==> config.mk <==
export PLATFORM = sky130hd
export DESIGN_NAME = lcd_init_ctrl
export DESIGN_NICKNAME = d
export VERILOG_FILES = /design/src/rtl/lcd_pkg.sv /design/src/rtl/lcd_init_rom.sv /design/src/rtl/lcd_init_ctrl.sv
export SDC_FILE = /design/constraint.sdc
export NUM_CORES = 1
export LEC_CHECK = 0
export ABC_CLOCK_PERIOD_IN_PS = 4880
export CORE_MARGIN = 2
export CORE_UTILIZATION = 45
export CTS_BUF_LIST = sky130_fd_sc_hd__clkbuf_8 sky130_fd_sc_hd__clkbuf_16
export CTS_CLUSTER_DIAMETER = 50
export DETAILED_ROUTE_END_ITERATION = 8
export PLACE_DENSITY = 0.71
export SKIP_LAST_GASP = 1
export SLEW_MARGIN = 20
export SYNTH_ARGS = -nofsm -noshare
export SYNTH_HDL_FRONTEND = slang
export SYNTH_SLANG_ARGS = --single-unit
==> constraint.sdc <==
create_clock -name sys_clk_50MHz -period 4.88 [get_ports sys_clk_50MHz]
set_input_delay 0.976 -clock sys_clk_50MHz [delete_from_list [all_inputs] [get_ports sys_clk_50MHz]]
set_output_delay 0.976 -clock sys_clk_50MHz [all_outputs]
set_load 0.02 [all_outputs]
==> src/rtl/lcd_pkg.sv <==
// Shared encodings for the LCD power-up controller: ROM opcodes, FSM states,
// panel command bytes and common RGB565 colours.
package lcd_pkg;

  typedef enum logic [1:0] {
    OP_CMD   = 2'b00,
    OP_DATA  = 2'b01,
    OP_DELAY = 2'b10,
    OP_END   = 2'b11
  } lcd_op_e;

  typedef enum logic [2:0] {
    RST_LOW,
    RST_WAIT,
    ROM_FETCH,
    ROM_WRITE,
    ROM_DELAY,
    FILL_HDR,
    FILL_PIX,
    DONE
  } lcd_state_e;

  localparam logic [7:0] CMD_SLPOUT = 8'h11;
  localparam logic [7:0] CMD_CASET  = 8'h2A;
  localparam logic [7:0] CMD_RASET  = 8'h2B;
  localparam logic [7:0] CMD_RAMWR  = 8'h2C;

  localparam logic [15:0] RGB565_BLACK = 16'h0000;
  localparam logic [15:0] RGB565_WHITE = 16'hFFFF;
  localparam logic [15:0] RGB565_RED   = 16'hF800;
  localparam logic [15:0] RGB565_GREEN = 16'h07E0;
  localparam logic [15:0] RGB565_BLUE  = 16'h001F;

  localparam int HDR_WORDS = 11;

  function automatic logic [9:0] rom_entry(lcd_op_e op, logic [7:0] arg);
    return {op, arg};
  endfunction

endpackage

==> src/rtl/lcd_init_rom.sv <==
// Init-sequence ROM: combinational index -> {op, arg} lookup.
module lcd_init_rom
  import lcd_pkg::*;
#(
  parameter int ROM_DEPTH = 128,
  parameter int AW        = (ROM_DEPTH > 1) ? $clog2(ROM_DEPTH) : 1
) (
  input  logic [AW-1:0] idx,
  output logic [9:0]    entry
);

  function automatic logic [9:0] init_word(int i);
    case (i)
      0:       return rom_entry(OP_CMD, CMD_SLPOUT);
      1:       return rom_entry(OP_DELAY, 8'd3);
      2:       return rom_entry(OP_DATA, 8'h55);
      default: return rom_entry(OP_END, 8'h00);
    endcase
  endfunction

  logic [9:0] rom [ROM_DEPTH];

  for (genvar gi = 0; gi < ROM_DEPTH; gi++) begin : g_rom
    assign rom[gi] = init_word(gi);
  end

  assign entry = rom[idx];

endmodule

==> src/rtl/lcd_init_ctrl.sv <==
// LCD power-up controller: panel reset timing, ROM-driven init script, then
// a full-screen clear with a sampled RGB565 colour.
module lcd_init_ctrl
  import lcd_pkg::*;
#(
  parameter int CLK_PER_MS  = 50000,
  parameter int RST_LOW_MS  = 100,
  parameter int RST_WAIT_MS = 50,
  parameter int H_RES       = 240,
  parameter int V_RES       = 320,
  parameter int ROM_DEPTH   = 128
) (
  input  logic        sys_clk_50MHz,
  input  logic        sys_rst,
  input  logic        wr_done,
  input  logic        reinit,
  input  logic [15:0] fill_color,
  output logic        lcd_rst,
  output logic [8:0]  init_data,
  output logic        en_write,
  output logic        init_done,
  output logic        busy
);

  localparam int PIX_WORDS = H_RES * V_RES * 2;
  localparam int PIX_W     = $clog2(PIX_WORDS + 1);
  localparam int IDX_W     = (ROM_DEPTH > 1) ? $clog2(ROM_DEPTH) : 1;
  localparam int PRE_W     = $clog2(CLK_PER_MS + 1);
  localparam int MS_W      = 16;

  localparam logic [PRE_W-1:0] PRE_LAST = PRE_W'(CLK_PER_MS - 1);
  localparam logic [IDX_W-1:0] IDX_LAST = IDX_W'(ROM_DEPTH - 1);
  localparam logic [PIX_W-1:0] PIX_LAST = PIX_W'(PIX_WORDS - 1);
  localparam logic [3:0]       HDR_LAST = 4'(HDR_WORDS - 1);
  localparam logic [15:0]      H_LAST   = 16'(H_RES - 1);
  localparam logic [15:0]      V_LAST   = 16'(V_RES - 1);

  lcd_state_e       state_reg, state_next;
  logic [PRE_W-1:0] pre_reg;
  logic [MS_W-1:0]  ms_reg;
  logic [IDX_W-1:0] idx_reg;
  logic [3:0]       hdr_reg;
  logic [PIX_W-1:0] pix_reg;
  logic [15:0]      color_reg;

  logic [9:0]       rom_word;
  lcd_op_e          rom_op;
  logic [7:0]       rom_arg;
  logic [MS_W-1:0]  ms_target;
  logic             ms_tick, timer_done, timed_state, rom_step;

  lcd_init_rom #(.ROM_DEPTH(ROM_DEPTH), .AW(IDX_W)) u_rom (
    .idx   (idx_reg),
    .entry (rom_word)
  );

  assign rom_op  = lcd_op_e'(rom_word[9:8]);
  assign rom_arg = rom_word[7:0];

  function automatic logic [8:0] hdr_word(logic [3:0] i);
    case (i)
      4'd0:    return {1'b0, CMD_CASET};
      4'd3:    return {1'b1, H_LAST[15:8]};
      4'd4:    return {1'b1, H_LAST[7:0]};
      4'd5:    return {1'b0, CMD_RASET};
      4'd8:    return {1'b1, V_LAST[15:8]};
      4'd9:    return {1'b1, V_LAST[7:0]};
      4'd10:   return {1'b0, CMD_RAMWR};
      default: return 9'h100;
    endcase
  endfunction

  // One prescaler/ms counter pair serves every timed state; it restarts on each state change.
  assign timed_state = (state_reg == RST_LOW) || (state_reg == RST_WAIT) || (state_reg == ROM_DELAY);
  assign ms_tick     = (pre_reg == PRE_LAST);

  always_comb begin
    ms_target = '0;
    case (state_reg)
      RST_LOW:   ms_target = MS_W'(RST_LOW_MS);
      RST_WAIT:  ms_target = MS_W'(RST_WAIT_MS);
      ROM_DELAY: ms_target = {8'h00, rom_arg};
      default:   ms_target = '0;
    endcase
  end

  // A zero-length wait still occupies its state for one cycle.
  assign timer_done = (ms_target == '0) || (ms_tick && (ms_reg == ms_target - 1'b1));
  assign rom_step   = ((state_reg == ROM_WRITE) && wr_done) || ((state_reg == ROM_DELAY) && timer_done);

  always_comb begin
    state_next = state_reg;
    en_write   = 1'b0;
    init_data  = 9'h000;
    case (state_reg)
      RST_LOW:   if (timer_done) state_next = RST_WAIT;
      RST_WAIT:  if (timer_done) state_next = ROM_FETCH;
      ROM_FETCH: begin
        case (rom_op)
          OP_CMD, OP_DATA: state_next = ROM_WRITE;
          OP_DELAY:        state_next = ROM_DELAY;
          default:         state_next = FILL_HDR;
        endcase
      end
      ROM_WRITE: begin
        en_write  = 1'b1;
        init_data = {rom_word[8], rom_arg};
        if (wr_done) state_next = (idx_reg == IDX_LAST) ? FILL_HDR : ROM_FETCH;
      end
      ROM_DELAY: if (timer_done) state_next = (idx_reg == IDX_LAST) ? FILL_HDR : ROM_FETCH;
      FILL_HDR: begin
        en_write  = 1'b1;
        init_data = hdr_word(hdr_reg);
        if (wr_done && (hdr_reg == HDR_LAST)) state_next = FILL_PIX;
      end
      FILL_PIX: begin
        en_write  = 1'b1;
        init_data = {1'b1, pix_reg[0] ? color_reg[7:0] : color_reg[15:8]};
        if (wr_done && (pix_reg == PIX_LAST)) state_next = DONE;
      end
      DONE:      if (reinit) state_next = RST_LOW;
      default:   state_next = RST_LOW;
    endcase
  end

  always_ff @(posedge sys_clk_50MHz) begin
    if (sys_rst) begin
      state_reg <= RST_LOW;
      pre_reg   <= '0;
      ms_reg    <= '0;
      idx_reg   <= '0;
      hdr_reg   <= '0;
      pix_reg   <= '0;
      color_reg <= '0;
    end else begin
      state_reg <= state_next;

      if ((state_next != state_reg) || !timed_state) begin
        pre_reg <= '0;
        ms_reg  <= '0;
      end else if (ms_tick) begin
        pre_reg <= '0;
        ms_reg  <= ms_reg + 1'b1;
      end else begin
        pre_reg <= pre_reg + 1'b1;
      end

      if ((state_reg == DONE) && reinit) begin
        idx_reg <= '0;
        hdr_reg <= '0;
        pix_reg <= '0;
      end else begin
        if (rom_step && (idx_reg != IDX_LAST)) idx_reg <= idx_reg + 1'b1;
        if ((state_reg == FILL_HDR) && wr_done)
          hdr_reg <= (hdr_reg == HDR_LAST) ? 4'd0 : hdr_reg + 1'b1;
        if ((state_reg == FILL_PIX) && wr_done)
          pix_reg <= (pix_reg == PIX_LAST) ? '0 : pix_reg + 1'b1;
      end

      if ((state_next == FILL_HDR) && (state_reg != FILL_HDR)) color_reg <= fill_color;
    end
  end

  assign lcd_rst   = (state_reg != RST_LOW);
  assign init_done = (state_reg == DONE);
  assign busy      = (state_reg != DONE);

endmodule
==> impl_metrics.yaml, run 1 <==
global_route:
  grt_use_total_pct: 19.33
  grt_overflow: 0
  grt_pass1_vias: 3845
  grt_pass1_wl_mm: 17.98
  grt_max_degree: 39
  antenna_found_initial: 0
logic_synthesis:
  netlist_instances: 588
  avgSynthCellArea_um2: 8.214
  synth-main-ff-cell: "dfxtp_1"
  synthDistinctLibCells: 62
  synth-seq-area-share_pct: 33.16
  synthArstFlopShare_pct: 0
  yosys_register_bits: 80
  netlist_area_um2: 4830
  syn_nets: 620
  synth_edf_count: 0
  yosys_warnings: 0
finish:
  drive_gt1_share_pct: 7.843
  area_delta_synth_final_pct: 12.75
  final_core_util_pct: 52.51
  diodes: 0
  nNetsFinal: 639
  largest_reg_flops: 18
power_and_ir_drop:
  power.leakage_nw: 2.007
  ir_drop_uv: 160.9
  total_power_mw: 1.209
  sw_frac_of_total_pct: 22.12
  p_comb_share_pct: 3.6
  sequentialPowerShare_pct: 54.3
  p_int_mw: 0.9417
  clkPwrFrac_pct: 42.1
  power.density_nw_per_um2: 222.0
  switchingPower_mw: 0.2674
clock_tree:
  ctsHoldBuffers: 0
  cts_max_level: 3
  cts.repair.resized: 0
  cts_made_buffers: 9
  cts_tree: "yes"
  clkSinkCount: 80
  worstSkewPairLatency_ns: 0.37
  clockBufferDepth: 2
  clock-root-buffer: "clkbuf_8"
  cts_setup_buffers: 0
  path_clk_slew_ns: 0.08
die:
  dieArea_um2: 11580
  dieHeight_um: 107.6
  start_util_pct: 46.57
  core-area_um2: 10370
  num_rows: 37
  die_x_um: 107.6
  pin_count: 33
setup_path:
  path_class: "reg2reg"
  startpoint_type: "flip-flop"
  cp-startpoint: "state_reg[2]"
  cp_cell_sequence: "nor3b_1 -> a41oi_1 -> ha_1 -> inv_1 -> nor2_1 -> ha_1 -> xor2_1 -> nand4_1 -> a221oi_1 -> nand4_1 -> o31ai_1 -> a221oi_2 -> nor3_2 -> buf_4 -> mux2i_1"
  cp.arrival_ns: 4.79
  endpoint_kind: "flip-flop"
  slowest_delay_ns: 0.74
  crit_path_top_delay_cell: "nor3b_1"
  reg2reg_from: "state_reg[2]"
  worstPathRequired_ns: 5.17
  crit_path_max_fanout: 16
route:
  dr.pass1.iters: 5
  vias_per_cell: 5.533
  via_count: 4139
  drc: 0
  dr.first_iter.drc_count: 342
  wl_per_cell_um: 14.57
  ant_nets: 0
  routed_wl_mm: 10.90
sta:
  fin_skew_ns: 0.01079
  maxSlewViolCount: 0
  fin_crit_sh_pct: 92.22
  hold_viol_final: 0
  fin_setup_tns_ns: 0
  setup_viol: 0
  maxSlewHeadroom_pct: 45.12
  min_period_ns: 4.500
  rsz0062_at_grt: "false"
  tightest_slew_ns: 0.8214
  max_clock_freq_mhz: 222.2
run_status:
  status: "finished, final reports clean"
worst_hold_path:
  worstHoldPathType: "reg2reg"
  min_from: "pre_reg[0]"
job:
  drv_cap: 0
placed_design:
  dp_hpwl_mm: 7.789
  finalWeightedCongestion: 0.8819
  portBuffers: 32
==> synth_stat cells, drive strengths merged (4+ instances only) <==
cell / count / area (um^2)
a21o: 4 / 30.03
a21oi: 18 / 90.09
a31oi: 7 / 50.05
and3: 12 / 75.07
buf: 10 / 68.82
clkbuf: 22 / 82.58
dfxtp: 80 / 1602
ha: 12 / 150.1
inv: 17 / 63.81
mux2i: 32 / 320.3
nand2: 62 / 232.7
nand2b: 35 / 219.0
nand3: 26 / 130.1
nand4: 14 / 87.58
nor2: 73 / 274.0
nor2b: 4 / 25.02
nor3: 9 / 55.05
nor3b: 5 / 37.54
nor4b: 11 / 140.1
o211ai: 4 / 30.03
o21ai: 22 / 110.1
o31ai: 4 / 35.03
or3: 8 / 55.05
xnor2: 24 / 210.2
xor2: 28 / 245.2
==> power by group through the flow <==
stage / clock network [mW] / logic, mW / registers (mW)
2_1_floorplan: 0 / 0.0230 / 0.671
3_3_place_gp: 0 / 0.0438 / 0.671
3_5_place_dp: 0 / 0.0444 / 0.672
4_1_cts: 0.525 / 0.0447 / 0.656
5_1_grt: 0.544 / 0.0478 / 0.656
6_report: 0.510 / 0.0435 / 0.656
==> cell type report <==
cell class	count	area, um^2
fillers	974	4925
multi-input cells	459	3027
flip-flops and latches	80	1602
repair buffers	40	375.4
well taps	136	170.2
clock buffers	11	151.4
inverters	17	63.81
clock inverters	5	56.30
==> kinds of logic after synthesis <==
| logic type | Yosys count | share of synthesized area, % |
|---|---|---|
| compound gates | 86 | 12.12 |
| xor+xnor | 52 | 9.430 |
| fa+ha+maj | 12 | 3.109 |
| buf+inv | 49 | 4.456 |
| flops | 80 | 33.16 |
| mux | 32 | 6.632 |
| simple gates | 277 | 31.09 |
==> metal layers <==
layer	track usage, %	share of wire, %
met2	31.18	47
met5	0	0
met4	8.150	2.0
met1	25.08	46
met3	3.874	4.8
==> cells in the final DEF, fill, tap and decap left out, drive strengths merged, types with 5 or more instances in the layout <==
| cell type | instances |
|---|---|
| a21oi | 18 |
| a31oi | 7 |
| and3 | 12 |
| buf | 9 |
| clkbuf | 11 |
| clkdlybuf4s50 | 31 |
| dfxtp | 80 |
| ha | 12 |
| inv | 18 |
| mux2i | 32 |
| nand2 | 62 |
| nand2b | 35 |
| nand3 | 26 |
| nand4 | 14 |
| nor2 | 73 |
| nor3 | 9 |
| nor3b | 5 |
| nor4b | 11 |
| o21ai | 22 |
| or3 | 8 |
| xnor2 | 24 |
| xor2 | 28 |
==> worst paths after layout <==
check / cells after the start / to / slack, ns
worst min-delay path: 1 / pre_reg[0] / 0.47
worst min register to register: 1 / pre_reg[0] / 0.47
worst max-delay path: 15 / color_reg[6] / 0.38
worst max register to register: 15 / color_reg[6] / 0.38
==> worst max-delay path, delay by kind of cell, from the launching register on <==
kind	cells	cell delay, ns
compound gates	4	1.25
mux	1	0.23
xor+xnor	1	0.16
simple gates	5	1.33
flops	1	0.48
fa+ha+maj	2	0.55
buf+inv	2	0.42
==> stage by stage <==
step           hold slack, ns  cells  area (um^2)  setup slack [ns]
3_3_place_gp           0.4581    732         5243            0.5556
6_report               0.4749    748         5445            0.3797
4_1_cts                0.4804    748         5450            0.4908
3_5_place_dp           0.4614    732         5243            0.5167
2_1_floorplan          0.4463    588         4830             1.008
5_1_grt                0.4930    748         5445           0.04548
(Power assumes the default switching activity.)
==> run 2, diff against run 1 <==
--- a/config.mk
+++ b/config.mk
@@ -5,6 +5,7 @@
 export SDC_FILE = /design/constraint.sdc
 export NUM_CORES = 1
 export LEC_CHECK = 0
+export ABC_AREA = 1
 export ABC_CLOCK_PERIOD_IN_PS = 4880
 export CORE_MARGIN = 2
 export CORE_UTILIZATION = 45
==> run 2 against run 1 <==
  * First-iteration DRC count fell by 46%
  * Core utilization rose by 0.45 points
  * Critical endpoint unchanged
  * Total power rose by 24%
  * Critical path depth rose by 11
  * Routed wire length fell by 12%
  * Cell area fell by 4.1%
  * Via count fell by 0.31%
==> impl_metrics.yaml, run 2 <==
finish:
  diodes: 0
  fillers: 977
  final_common_cell: "nor2_1"
  fin_area_um2: 5224
  final_cell_mix: "128 x nor2_1, 116 x nand2_1, 91 x inv_1"
  largest_reg_flops: 18
  nNetsFinal: 743
  drive_gt1_share_pct: 9.804
  area_delta_synth_final_pct: 13.24
setup_path:
  path_class: "reg2reg"
  worstPathRequired_ns: 5.14
  cpMostUsedCell: "nand2_1"
  slowest_delay_ns: 0.49
  reg2reg_from: "idx_reg[0]"
  crit_family: "simple AND/OR/NAND/NOR gates"
  reg2reg_depth: 26
  endpoint: "color_reg[6]"
  crit_path_top_delay_cell: "nor2_4"
  cp.arrival_ns: 4.25
  cp-startpoint: "idx_reg[0]"
  path_buf_inv: 3
  reg2reg_to: "color_reg[6]"
  crit_path_max_fanout: 32
  startpoint_type: "flip-flop"
  endpoint_kind: "flip-flop"
  cp_num_cells: 26
  reg2reg_setup_slack_ns: 0.89
logic_synthesis:
  syn_nets: 709
  synthDistinctLibCells: 38
  synth_top_cells_by_count: "128 x nor2_1, 116 x nand2_1, 91 x inv_1"
  synth-main-ff-cell: "dfxtp_1"
  netlist_instances: 677
  synth_top_area_share_pct: 34.72
  synth-seq-area-share_pct: 34.72
  yosys_register_bits: 80
  synth.top_cells.by_area: "dfxtp_1 35%, nor2_1 10%, nand2_1 9.4%"
  yosys_warnings: 0
  synth_most_common_cell: "nor2_1"
  synthArstFlopShare_pct: 0
  avgSynthCellArea_um2: 6.814
  yosysTopAreaCell: "dfxtp_1"
  netlist_area_um2: 4613
  synth_edf_count: 0
run_status:
  status: "finished, final reports clean"
route:
  via_count: 4126
  ant_nets: 0
  vias_per_cell: 4.871
  wl_per_cell_um: 11.34
  dr.first_iter.drc_count: 183
  drc: 0
  routed_wl_mm: 9.608
  dr.pass1.iters: 5
clock_tree:
  clock-root-buffer: "clkbuf_8"
  clkSinkCount: 80
  worstSkewPairLatency_ns: 0.36
  clockBufferDepth: 2
  ctsHoldBuffers: 0
  cts_setup_buffers: 0
  cts_tree: "yes"
  path_clk_slew_ns: 0.08
  cts.repair.resized: 0
  cts_made_buffers: 9
  cts_max_level: 3
die:
  core-area_um2: 9864
  dieArea_um2: 11080
  die_x_um: 105.3
  num_rows: 36
  pin_count: 33
  dieHeight_um: 105.3
  start_util_pct: 46.77
worst_hold_path:
  worstHoldPathType: "reg2reg"
  min_from: "pre_reg[0]"
power_and_ir_drop:
  clkPwrFrac_pct: 31.4
  switchingPower_mw: 0.4965
  power.leakage_nw: 2.111
  power.density_nw_per_um2: 288.0
  p_comb_share_pct: 23.5
  sw_frac_of_total_pct: 33.01
  ir_drop_uv: 213.6
  p_int_mw: 1.008
  sequentialPowerShare_pct: 45.1
sta:
  setup_viol: 0
  maxSlewViolCount: 0
  fin_skew_ns: 0.01283
  fin_setup_tns_ns: 0
  fin_crit_sh_pct: 81.73
  min_period_ns: 3.989
  maxSlewHeadroom_pct: 58.94
  max_clock_freq_mhz: 250.7
  holdWs_ns: 0.4648
  rsz0062_at_grt: "false"
  tightest_slew_ns: 0.6144
  hold_viol_final: 0
global_route:
  antenna_found_initial: 0
  grt_use_total_pct: 18.02
  grt_pass1_wl_mm: 16.52
  grt_overflow: 0
  grt_pass1_vias: 3802
  grt_max_degree: 33
placed_design:
  portBuffers: 32
  dp_hpwl_mm: 7.364
  placed_area_um2: 5040
  finalWeightedCongestion: 0.8677
job:
  drv_cap: 0
run 2: changes by cell type after synthesis, moves of 25 or more:
| cell | delta |
|---|---|
| inv_1 | +74 |
| nor2_1 | +55 |
| nand2_1 | +54 |
| nand2b_1 | -35 |
| mux2i_1 | -30 |
| nor2_2 | +25 |
run 2: cell families (layout without fill, tap and decap cells):
group           Yosys count  in the layout  share of synthesized area, %
fa+ha+maj                12             12                         3.255
simple gates            372            372                         37.02
compound gates           64             64                         7.919
buf+inv                 109            146                         9.439
flops                    80             80                         34.72
mux                       2              2                        0.4340
xor+xnor                 38             38                         7.215
run 2: cell type report:
| class | count | area [um^2] | area share [%] |
|---|---|---|---|
| multi-input cells | 488 | 2576 | 49.32 |
| flip-flops and latches | 80 | 1602 | 30.66 |
| inverters | 100 | 375.4 | 7.186 |
| repair buffers | 32 | 320.3 | 6.132 |
| well taps | 133 | 166.4 | 3.186 |
| clock buffers | 9 | 123.9 | 2.371 |
| clock inverters | 5 | 60.06 | 1.150 |
run 2: metal layers:
metal | wire [um] | global-route usage (%) | share of wire, %
met4 | 165 | 6.190 | 1.7
met1 | 4426 | 22.46 | 46
met5 | 0 | 0 | 0
met3 | 384 | 4.576 | 4.0
met2 | 4631 | 30.18 | 48
run 2: power groups by stage:
stage               sequential [mW]  combinational (mW)  clock, mW
floorplan                     0.691               0.300          0
global placement              0.693               0.349          0
detailed placement            0.693               0.357          0
CTS                           0.678               0.359      0.490
global route                  0.681               0.398      0.513
finish                        0.678               0.354      0.472
run 2: metrics by stage:
stage / total power, mW / utilization, % / setup slack [ns] / cells
floorplan: 0.9903 / - / 1.614 / 677
global placement: 1.042 / 51.09 / 1.133 / 833
detailed placement: 1.051 / 51.09 / 0.9072 / 833
CTS: 1.526 / 52.96 / 0.8774 / 847
global route: 1.592 / 52.96 / 0.5234 / 847
finish: 1.504 / 52.96 / 0.8915 / 847
run 2: worst min path at each step:
| stage | end | slack [ns] | cells past startpoint |
|---|---|---|---|
| 6_report | pre_reg[0] | 0.46 | 1 |
| 5_1_grt | pre_reg[0] | 0.49 | 1 |
| 4_1_cts | pix_reg[9] | 0.47 | 1 |
| 3_5_place_dp | pix_reg[9] | 0.45 | 1 |
| 3_3_place_gp | pre_reg[0] | 0.45 | 1 |
| 2_1_floorplan | pre_reg[0] | 0.43 | 1 |
==> run 3, diff against run 2 <==
--- a/config.mk
+++ b/config.mk
@@ -6,7 +6,7 @@
 export NUM_CORES = 1
 export LEC_CHECK = 0
 export ABC_AREA = 1
-export ABC_CLOCK_PERIOD_IN_PS = 4880
+export ABC_CLOCK_PERIOD_IN_PS = 4000
 export CORE_MARGIN = 2
 export CORE_UTILIZATION = 45
 export CTS_BUF_LIST = sky130_fd_sc_hd__clkbuf_8 sky130_fd_sc_hd__clkbuf_16
==> constraint.sdc (replaced) <==
create_clock -name sys_clk_50MHz -period 4 [get_ports sys_clk_50MHz]
set_input_delay 0.8 -clock sys_clk_50MHz [delete_from_list [all_inputs] [get_ports sys_clk_50MHz]]
set_output_delay 0.8 -clock sys_clk_50MHz [all_outputs]
set_load 0.02 [all_outputs]
==> run 3 against run 2 <==
  * Cell area is 1.2% higher
  * Hold slack better by 0.012 ns
  * Die area unchanged
  * Register-to-register slack got worse by 0.52 ns
  * Routed wire length is 1.4% higher
  * Largest cell class unchanged
  * Highest routed layer unchanged
==> impl_metrics.yaml, run 3 (synthesis results as in run 2) <==
placed_design:
  place_inst: 834
  pre_cts_ws_ns: 0.2846
  finalWeightedCongestion: 0.8609
  placed_area_um2: 5060
  portBuffers: 32
  dp_hpwl_mm: 7.266
die:
  dieHeight_um: 105.3
  core-area_um2: 9864
  start_util_pct: 46.77
  dieArea_um2: 11080
  die_x_um: 105.3
  pin_count: 33
  num_rows: 36
finish:
  final_cells: 851
  fin_area_um2: 5288
  final_core_util_pct: 53.60
  drive_gt1_share_pct: 10.58
  area_delta_synth_final_pct: 14.62
  largest_reg_flops: 18
  nNetsFinal: 745
  diodes: 0
  final_common_cell: "nor2_1"
  final_cell_mix: "127 x nor2_1, 116 x nand2_1, 91 x inv_1"
sta:
  fin_skew_ns: 0.01409
  maxSlewHeadroom_pct: 62.40
  tightest_slew_ns: 0.5589
  timing.final.ws_setup_ns: 0.3719
  hold_viol_final: 0
  holdWs_ns: 0.4769
  setup_viol: 0
  min_period_ns: 3.628
  maxSlewViolCount: 0
  max_clock_freq_mhz: 275.6
  fin_crit_sh_pct: 90.70
  rsz0062_at_grt: "true"
global_route:
  grt_overflow: 0
  grt_pass1_vias: 3945
  grt_pass1_wl_mm: 16.86
  grt_use_total_pct: 18.29
  grt_max_degree: 33
  antenna_found_initial: 0
power_and_ir_drop:
  power.leakage_nw: 2.146
  power.density_nw_per_um2: 355.5
  ir_drop_uv: 234.6
route:
  dr.first_iter.drc_count: 230
  ant_nets: 0
  routed_wl_mm: 9.743
  drc: 0
  dr.pass1.iters: 4
  via_count: 4150
  vias_per_cell: 4.877
  wl_per_cell_um: 11.45
setup_path:
  cp_num_cells: 27
  crit_path_max_fanout: 32
  worstPathRequired_ns: 4.27
  cp-startpoint: "idx_reg[0]"
  endpoint_kind: "flip-flop"
  cpMostUsedCell: "nand2_1"
  reg2reg_depth: 27
  reg2reg_to: "color_reg[5]"
  crit_path_top_delay_cell: "dfxtp_1"
  crit_family: "simple AND/OR/NAND/NOR gates"
  slowest_delay_ns: 0.35
  reg2reg_setup_slack_ns: 0.37
  reg2reg_from: "idx_reg[0]"
  path_buf_inv: 4
  path_class: "reg2reg"
  startpoint_type: "flip-flop"
  cp.arrival_ns: 3.90
job:
  drv_cap: 0
clock_tree:
  worstSkewPairLatency_ns: 0.37
  path_clk_slew_ns: 0.09
  ctsHoldBuffers: 0
  cts_made_buffers: 9
  clkSinkCount: 80
  clockBufferDepth: 2
  cts_tree: "yes"
  cts_max_level: 3
  clock-root-buffer: "clkbuf_8"
worst_hold_path:
  holdPathEnd: "pix_reg[9]"
  worstHoldPathType: "reg2reg"
  min_from: "pix_reg[9]"
  hold_path_depth: 1
run_status:
  status: "finished, final reports clean"
run 3: per-stage QoR:
step	total power, mW	setup TNS (ns)
floorplan	1.208	0
global placement	1.264	0
detailed placement	1.272	0
CTS	1.889	0
global route	1.973	-0.001218
finish	1.880	0
run 3: how the worst max path moves through the flow:
stage / endpoint / slack [ns]
2_1_floorplan: ms_reg[14] / 0.73
3_3_place_gp: ms_reg[4] / 0.46
3_5_place_dp: ms_reg[3] / 0.28
4_1_cts: ms_reg[3] / 0.25
5_1_grt: pre_reg[3] / -0.001
6_report: color_reg[5] / 0.37
run 3: final cells by class:
class                   instances  area, um^2
clock buffers                  10       137.6
clock inverters                 6       66.31
fillers                       993        4577
inverters                     100       375.4
multi-input cells             488        2592
flip-flops and latches         80        1602
well taps                     133       166.4
repair buffers                 34       347.8
run 3: routing by layer:
metal / routed length, um / track usage, % / vias up
met3: 271 / 3.525 / 11
met4: 123 / 6.000 / 0
met2: 4712 / 31.89 / 46
met1: 4634 / 22.55 / 1877
li1: - / - / 2216
met5: 0 / 0 / -
run 3: power by group:
group | switching [mW] | internal, mW | leakage (nW)
Sequential | 0.0185 | 0.810 | 0.645
Combinational | 0.294 | 0.139 | 1.39
Clock | 0.311 | 0.308 | 0.107
Total | 0.623 | 1.26 | 2.15
run 3: timing repair:
action                     in CTS  in global routing
gates resized for setup         0                  4
setup endpoints to repair       0                 50
buffers inserted                0                  1
